File: src/rtl/native_to_axi4lite_bridge.sv
// -----------------------------------------------------------------------------
// native_to_axi4lite_bridge
//
// Converts a native valid/ready memory port (one access in flight) into
// AXI4-lite master channels. Each native request produces exactly one AXI
// transaction (AR/R for reads, AW+W/B for writes) and one mem_ready pulse.
//
// Optional feature macro: AXI_BRIDGE_TIMEOUT_EN
//   Defined   : response watchdog. After TIMEOUT_CYCLES busy cycles the bridge
//               abandons the transfer, returns 32'hDEADBEEF with a mem_ready
//               pulse, raises the sticky bus_error and halts until reset.
//   Undefined : no watchdog, bus_error tied low, the bridge waits forever.
//
// Parameters
//   TIMEOUT_CYCLES  watchdog limit (only meaningful with the macro defined)
//
// Ports
//   clk, resetn                     clock, asynchronous active-low reset
//   mem_valid/instr/addr/wdata/wstrb  native request (wstrb==0 means read)
//   mem_ready, mem_rdata            one-cycle completion pulse, read data
//   mem_axi_aw*, mem_axi_w*         write address / write data channels
//   mem_axi_b*                      write response channel
//   mem_axi_ar*, mem_axi_r*         read address / read data channels
//   bus_error                       sticky watchdog flag
// -----------------------------------------------------------------------------
module native_to_axi4lite_bridge #(
  parameter int unsigned TIMEOUT_CYCLES = 1024
) (
  input  logic        clk,
  input  logic        resetn,
  input  logic        mem_valid,
  input  logic        mem_instr,
  input  logic [31:0] mem_addr,
  input  logic [31:0] mem_wdata,
  input  logic [3:0]  mem_wstrb,
  output logic        mem_ready,
  output logic [31:0] mem_rdata,
  output logic        mem_axi_awvalid,
  input  logic        mem_axi_awready,
  output logic [31:0] mem_axi_awaddr,
  output logic [2:0]  mem_axi_awprot,
  output logic        mem_axi_wvalid,
  input  logic        mem_axi_wready,
  output logic [31:0] mem_axi_wdata,
  output logic [3:0]  mem_axi_wstrb,
  input  logic        mem_axi_bvalid,
  output logic        mem_axi_bready,
  output logic        mem_axi_arvalid,
  input  logic        mem_axi_arready,
  output logic [31:0] mem_axi_araddr,
  output logic [2:0]  mem_axi_arprot,
  input  logic        mem_axi_rvalid,
  output logic        mem_axi_rready,
  input  logic [31:0] mem_axi_rdata,
  output logic        bus_error
);

  typedef enum logic [2:0] {
    IDLE    = 3'd0,
    RD_ADDR = 3'd1,
    RD_RESP = 3'd2,
    WR_ADDR = 3'd3,
    WR_RESP = 3'd4,
    DONE    = 3'd5
`ifdef AXI_BRIDGE_TIMEOUT_EN
    ,
    HALT    = 3'd6
`endif
  } state_t;

  state_t      state, state_d;

  logic        arvalid_d, awvalid_d, wvalid_d, bready_d, rready_d;
  logic [31:0] araddr_d, awaddr_d, wdata_d;
  logic [2:0]  arprot_d, awprot_d;
  logic [3:0]  wstrb_d;
  logic        mem_ready_d;
  logic [31:0] mem_rdata_d;

  // A write channel counts as finished once its valid has dropped or it is
  // handshaking this cycle; AW and W may complete in either order.
  logic        aw_done, w_done;

`ifdef AXI_BRIDGE_TIMEOUT_EN
  logic [31:0] wd_cnt, wd_cnt_d;
  logic        bus_error_d;
  logic        wd_busy, wd_hit;

  assign wd_busy = (state != IDLE) && (state != DONE) && (state != HALT);
  assign wd_hit  = wd_busy && (wd_cnt == TIMEOUT_CYCLES);
`else
  // Watchdog compiled out; the comparison only keeps the parameter referenced.
  assign bus_error = (TIMEOUT_CYCLES == 32'd0) & 1'b0;
`endif

  always_comb begin
    state_d     = state;
    arvalid_d   = mem_axi_arvalid;
    araddr_d    = mem_axi_araddr;
    arprot_d    = mem_axi_arprot;
    awvalid_d   = mem_axi_awvalid;
    awaddr_d    = mem_axi_awaddr;
    awprot_d    = mem_axi_awprot;
    wvalid_d    = mem_axi_wvalid;
    wdata_d     = mem_axi_wdata;
    wstrb_d     = mem_axi_wstrb;
    bready_d    = mem_axi_bready;
    rready_d    = mem_axi_rready;
    mem_ready_d = 1'b0;
    mem_rdata_d = mem_rdata;
    aw_done     = 1'b0;
    w_done      = 1'b0;

    case (state)
      IDLE: begin
        if (mem_valid) begin
          if (mem_wstrb == 4'b0000) begin
            state_d   = RD_ADDR;
            arvalid_d = 1'b1;
            araddr_d  = mem_addr;
            arprot_d  = {mem_instr, 2'b00};
          end else begin
            state_d   = WR_ADDR;
            awvalid_d = 1'b1;
            awaddr_d  = mem_addr;
            awprot_d  = 3'b000;
            wvalid_d  = 1'b1;
            wdata_d   = mem_wdata;
            wstrb_d   = mem_wstrb;
          end
        end
      end

      RD_ADDR: begin
        if (mem_axi_arvalid && mem_axi_arready) begin
          arvalid_d = 1'b0;
          rready_d  = 1'b1;
          state_d   = RD_RESP;
        end
      end

      WR_ADDR: begin
        aw_done = !mem_axi_awvalid || mem_axi_awready;
        w_done  = !mem_axi_wvalid  || mem_axi_wready;
        if (mem_axi_awvalid && mem_axi_awready) awvalid_d = 1'b0;
        if (mem_axi_wvalid  && mem_axi_wready)  wvalid_d  = 1'b0;
        if (aw_done && w_done) begin
          bready_d = 1'b1;
          state_d  = WR_RESP;
        end
      end

      RD_RESP: begin
        if (mem_axi_rvalid && mem_axi_rready) begin
          rready_d    = 1'b0;
          mem_rdata_d = mem_axi_rdata;
          mem_ready_d = 1'b1;
          state_d     = DONE;
        end
      end

      WR_RESP: begin
        if (mem_axi_bvalid && mem_axi_bready) begin
          bready_d    = 1'b0;
          mem_ready_d = 1'b1;
          state_d     = DONE;
        end
      end

      // mem_valid is deliberately not looked at here: the core still holds it
      // high across the edge where it sees mem_ready.
      DONE: state_d = IDLE;

`ifdef AXI_BRIDGE_TIMEOUT_EN
      HALT: state_d = HALT;
`endif

      default: state_d = IDLE;
    endcase

`ifdef AXI_BRIDGE_TIMEOUT_EN
    wd_cnt_d    = wd_cnt;
    bus_error_d = bus_error;
    if (state == IDLE)
      wd_cnt_d = 32'd0;
    else if (wd_busy)
      wd_cnt_d = wd_cnt + 32'd1;

    if (wd_hit) begin
      arvalid_d   = 1'b0;
      awvalid_d   = 1'b0;
      wvalid_d    = 1'b0;
      bready_d    = 1'b0;
      rready_d    = 1'b0;
      mem_ready_d = 1'b1;
      mem_rdata_d = 32'hDEADBEEF;
      bus_error_d = 1'b1;
      state_d     = HALT;
    end
`endif
  end

  always_ff @(posedge clk or negedge resetn) begin
    if (!resetn) begin
      state           <= IDLE;
      mem_axi_arvalid <= 1'b0;
      mem_axi_araddr  <= 32'd0;
      mem_axi_arprot  <= 3'd0;
      mem_axi_awvalid <= 1'b0;
      mem_axi_awaddr  <= 32'd0;
      mem_axi_awprot  <= 3'd0;
      mem_axi_wvalid  <= 1'b0;
      mem_axi_wdata   <= 32'd0;
      mem_axi_wstrb   <= 4'd0;
      mem_axi_bready  <= 1'b0;
      mem_axi_rready  <= 1'b0;
      mem_ready       <= 1'b0;
      mem_rdata       <= 32'd0;
`ifdef AXI_BRIDGE_TIMEOUT_EN
      wd_cnt          <= 32'd0;
      bus_error       <= 1'b0;
`endif
    end else begin
      state           <= state_d;
      mem_axi_arvalid <= arvalid_d;
      mem_axi_araddr  <= araddr_d;
      mem_axi_arprot  <= arprot_d;
      mem_axi_awvalid <= awvalid_d;
      mem_axi_awaddr  <= awaddr_d;
      mem_axi_awprot  <= awprot_d;
      mem_axi_wvalid  <= wvalid_d;
      mem_axi_wdata   <= wdata_d;
      mem_axi_wstrb   <= wstrb_d;
      mem_axi_bready  <= bready_d;
      mem_axi_rready  <= rready_d;
      mem_ready       <= mem_ready_d;
      mem_rdata       <= mem_rdata_d;
`ifdef AXI_BRIDGE_TIMEOUT_EN
      wd_cnt          <= wd_cnt_d;
      bus_error       <= bus_error_d;
`endif
    end
  end

endmodule
File: config.mk
export PLATFORM = sky130hd
export DESIGN_NAME = native_to_axi4lite_bridge
export DESIGN_NICKNAME = d
export VERILOG_FILES = /design/src/rtl/native_to_axi4lite_bridge.sv
export SDC_FILE = /design/constraint.sdc
export NUM_CORES = 1
export LEC_CHECK = 0
export CAP_MARGIN = 10
export CELL_PAD_IN_SITES_DETAIL_PLACEMENT = 0
export CELL_PAD_IN_SITES_GLOBAL_PLACEMENT = 1
export CORE_MARGIN = 8
export CORE_UTILIZATION = 36
export CTS_BUF_LIST = sky130_fd_sc_hd__clkbuf_8
export CTS_CLUSTER_DIAMETER = 120
export DETAILED_ROUTE_END_ITERATION = 8
export HOLD_SLACK_MARGIN = 0.02
export MAX_ROUTING_LAYER = met4
export PLACE_DENSITY = 0.93
export SYNTH_ARGS = -nofsm -noshare
export SYNTH_HDL_FRONTEND = slang
export SYNTH_SLANG_ARGS = --single-unit
File: constraint.sdc
create_clock -name clk -period 2.7 [get_ports clk]
set_input_delay 0.81 -clock clk [delete_from_list [all_inputs] [get_ports clk]]
set_output_delay 0.81 -clock clk [all_outputs]
set_load 0.01 [all_outputs]
* Yosys cells after proc, flatten, opt, wreduce, memory -nomap -nowiden
Index checks and enable logic that the tools add are counted.
** Word-level totals
- Logic and storage cells :: 78
- Register bits after elaboration :: 142
- Output and inout bits :: 145
- Input port bits :: 109
** Cells by class
- Reduce and logical (&&, ||, !) cells :: 25
- Multiplexer cells :: 26
- Bitwise logic cells :: 1
- Equal/unequal tests :: 13
** Operators with widths (number)
- 2-bit inequality test, second input constant :: 9
- 3-bit 2-to-1 mux :: 5
- 3-bit one-hot mux with 5 select lines :: 1
- 1-bit 2-to-1 mux :: 13
- 1-bit one-hot mux with 2 select lines :: 6
- 3-bit AND reduction :: 4
- 4-bit AND reduction :: 3
- 2-bit nonzero test :: 4
- 3-bit by 2-bit == test with 1-bit output, second input constant :: 2
- 1-bit logical AND :: 6
- 5-bit AND reduction :: 1
- 4-bit zero test :: 1
- 3-bit by 1-bit == test with 1-bit output, second input constant :: 1
- 3-bit == test, second input constant :: 1
- 3-bit zero test :: 1
- 1-bit zero test :: 2
- 1-bit logical OR :: 2
- 2-bit 2-to-1 mux :: 1
- 2-bit AND reduction :: 1
- 1-bit inverter :: 1

* Longest topological paths before layout
- Depth in word-level cells :: 5
- Gate-level depth with buffers :: 6

* Worst setup path before layout
Ideal clock, no wire load.
- Path kind :: input port to flip-flop
- Start :: input mem_wstrb[1]
- End :: register mem_axi_wdata[19]
- Library setup time :: 0.125 ns
- Arrival :: 2.085 ns
- Path buffers :: 2
- Slack :: 0.491 ns
- Data required time :: 2.575 ns
- Stages :: 5
- Path through :: or4_4 > nand2_2 > buf_4 > buf_6 > mux2_2
** On the way
- Cells in the longest elaborated chain, start to end :: 3
** RTL lines
- start, declared :: RTL line 35 : input logic [3:0] mem_wstrb,
- 4-bit zero test :: RTL line 117 : if (mem_wstrb == 4'b0000) begin
- 1-bit inverter (no source line)
- 3-bit AND reduction (no source line)
- end signal, assigned :: RTL line 232 : mem_axi_wdata <= wdata_d;
- end, declared :: RTL line 44 : output logic [31:0] mem_axi_wdata,
No other way between the ends.
A chain may end at the register's enable or synchronous reset.

* Worst setup path in the final report
- Start :: register mem_axi_bready
- End :: output mem_axi_bready
** RTL lines
- start, declared :: RTL line 47 : output logic mem_axi_bready,
- start signal, assigned :: RTL line 234 : mem_axi_bready <= bready_d;
No word-level cell between the ends.

==> key figures <==
Run status
  – Status: complete, no violations

STA
  – Crit share post-route: 0.825
  – Worst Max-Slew Pin Slew: 0.595 ns
  – RSZ-0062 raised after global routing: false
  – Post-Route Setup TNS: 0 ns
  – Slew Limit Fails: 0
  – Fmax: roughly 0.45 GHz
  – Clk_skew: between 0.008 and 0.009 ns
  – Slew HR: 0.593
  – Post-route minimum period: about 2.2 ns
  – Final setup fails: 0
  – Final hold vios: 0

Clocking
  – CTS resizes: 0
  – Root Driver: clkbuf_8
  – Clk sinks: about 140
  – Hold Buf Count CTS: 0
  – Num CTS Buffers: 17
  – Setup Fix Bufs, Post-CTS: 0
  – Htree depth: 4
  – Clock slew at reported path FFs: approximately 0.070 ns
  – CTS tree: done
  – Clk_lat worst skew: 0.43 ns
  – Clk buf depth: 2

Power and ir drop
  – Lkg Pwr: 4.22 nW
  – Clock Power Share: 0.421
  – VDD IR max: ~0.00027 V
  – Internal power: between 3 and 4 mW
  – Sw frac: 0.202
  – Reg power frac: 0.525
  – Net Sw Power: roughly 0.82 mW
  – Total power: around 4 mW
  – Combinational cell fraction of total power: 0.055
  – PwrDens: around 470 nW/µm²

Final layout
  – FILL cells: between 1000 and 1500
  – Share of layout cells above drive strength 1: 0.285
  – Antenna diode count: 0
  – Area growth, synth to finish: 55.9%
  – Final #Nets: 708
  – Register Area: ~3600 µm²
  – Final instance count without filler cells: 799
  – Area of the multi-input gates: between 1500 and 2000 µm²

Synthesis
  – Synth area leaders: dfrtp_1 64%, mux2_2 21%, mux2_4 7.8%
  – Synth Warn #: 0
  – Ys async rst share: 1.00
  – Post-synthesis register bit count: ~140
  – Synth Flop Type: dfrtp_1
  – Cell Area, Synth: ~5600 µm²
  – Mapped Cells: around 340
  – Count leader, synth: dfrtp_1
  – Number of synthesized flops with an enable pin: 0
  – Syn_area_per_cell: between 15 and 20 µm²
  – Sequential fraction of the synthesis area: 0.637
  – Post-synth top cells: 142 x dfrtp_1, 104 x mux2_2, 29 x mux2_4
  – Largest area contributor in the netlist: dfrtp_1
  – Synth unique cells: 27
  – Yosys top cell area share: 0.637

Worst setup path
  – Largest stage delay, worst path: about 0.58 ns
  – CP endpoint kind: output pin
  – Worst-path cell chain: clkdlybuf4s50_1
  – CP Buf/Inv Count: 1
  – Crit Path Class: register to output pin
  – CP Launch Type: register
  – Cell family with most CP delay: buffers and inverters
  – Crit path required time: about 1.9 ns
  – Slowest stage cell, crit path: clkdlybuf4s50_1
  – Worst-path maximum fanout: 5
  – CP arrival: between 1 and 1.5 ns

Placed design
  – Number of buffers added on ports: 247
  – Placed Cells: approximately 770
  – Post-DP HPWL: around 12000 µm
  – GPL Wtd Cong: 0.793

Route
  – Vias: about 3700
  – Routed len/inst: roughly 19 µm
  – Total wire length: between 15000 and 20000 µm
  – Antenna Nets Post-Route: 0
  – Starting DRC count in detailed routing: ~160
  – # DRC: 0
  – Drt first pass iters: 4
  – Vias per cell: 4.66

GRT
  – Largest net degree at the start of global routing: 60
  – First-pass GRT wire length: 23900 µm
  – Residual overflow from global routing: 0
  – Gr usage total: 0.161
  – Initial antenna violation count: 0
  – Vias in the first global route: ~4300

Worst hold path
  – Worst Hold Class: input port to asynchronous set/reset pin

Die
  – Die H: 140 µm
  – Placement Rows: 45
  – Die width: 140 µm
  – Top-Level Pins: approximately 250
  – Die Area: between 15000 and 20000 µm²
  – Core area: about 15000 µm²
  – Starting Density: 0.368

Job
  – # Max-Cap Violations: 0
-- cells by family after synthesis --
family                 after synthesis  share of synthesized area
buffers and inverters               22                     0.0328
flip-flops                         142                      0.637
AO/OA/AOI/OAI                       13                     0.0155
AND/OR/NAND/NOR                     25                     0.0240
other                                1                   0.000672
multiplexers                       134                      0.290
-- area by class of cell --
| class | instances | area share |
|---|---|---|
| clock inverters | 11 | 0.0145 |
| inverters | 2 | 0.000864 |
| multi-input cells | 178 | 0.214 |
| clock buffers | 20 | 0.0317 |
| well taps | 188 | 0.0271 |
| repair buffers | 258 | 0.303 |
| flip-flops and latches | 142 | 0.409 |
-- metrics by stage --
step | hold WS (ns) | utilization | instance area (µm²) | worst slack (ns)
after floorplan | 0.514 | - | 5600 | 0.491
after global routing | 0.217 | 0.574 | 8690 | 0.373
final | 0.258 | 0.574 | 8690 | 0.472
after global placement | 0.487 | 0.547 | 8290 | 0.0705
after detailed placement | 0.492 | 0.547 | 8290 | 0.0319
after CTS | 0.217 | 0.574 | 8690 | 0.411
-- routing by layer --
metal | routed length, µm | part of all wire | vias up | global-route usage
li1 | - | - | 1695 | -
met1 | 5780 | 0.38 | 1846 | 0.168
met2 | 7890 | 0.52 | 160 | 0.273
met3 | 1210 | 0.080 | 21 | 0.0591
met4 | 272 | 0.018 | 0 | 0.0656
met5 | 0 | 0 | - | -
-- power groups by stage --
stage / logic [mW] / clock network [mW] / registers [mW]
after floorplan: 0.0148 / 0 / 2.17
after global placement: 0.221 / 0 / 2.17
after detailed placement: 0.227 / 0 / 2.17
after CTS: 0.228 / 1.77 / 2.13
after global routing: 0.242 / 1.86 / 2.12
final: 0.222 / 1.70 / 2.13
-- worst paths after layout --
check	cells past startpoint	endpoint	slack (ns)	from
worst max-delay path	1	mem_axi_bready	0.47	mem_axi_bready
worst min-delay path	1	mem_rdata[13]	0.26	resetn
worst max register to register	5	mem_axi_awaddr[28]	0.95	state[1]
worst min register to register	2	mem_axi_awvalid	0.50	mem_axi_awvalid
max in group asynchronous	2	mem_axi_wstrb[0]	1.84	resetn
min in group clk	2	mem_axi_awvalid	0.50	mem_axi_awvalid
-- flip-flops by register name (all words and copies together) (netlist names) --
register	flops
mem_ready	1
mem_axi_bready	1
mem_axi_arvalid	1
mem_axi_awaddr	32
mem_axi_wstrb	4
state	3
mem_axi_wdata	32
mem_axi_rready	1
mem_axi_arprot	1
mem_rdata	32
mem_axi_awvalid	1
mem_axi_wvalid	1
mem_axi_araddr	32
-- layout by cell type (no fill, tap or decap), types with 2 or more instances in the layout --
cell type	netlist	routed
mux2_4	29	29
clkinv_2	0	2
nor2_1	3	3
nand2_1	9	9
conb_1	1	6
buf_12	3	6
dfrtp_1	142	142
bufinv_16	0	3
nand2b_1	2	2
mux2_2	104	104
buf_4	7	5
nor2b_1	2	2
clkdlybuf4s50_1	0	246
a21oi_1	3	3
a31oi_1	4	4
and3_1	2	2
nand3_1	4	4
clkbuf_8	0	20
inv_1	2	7
(Power assumes the default switching activity.)
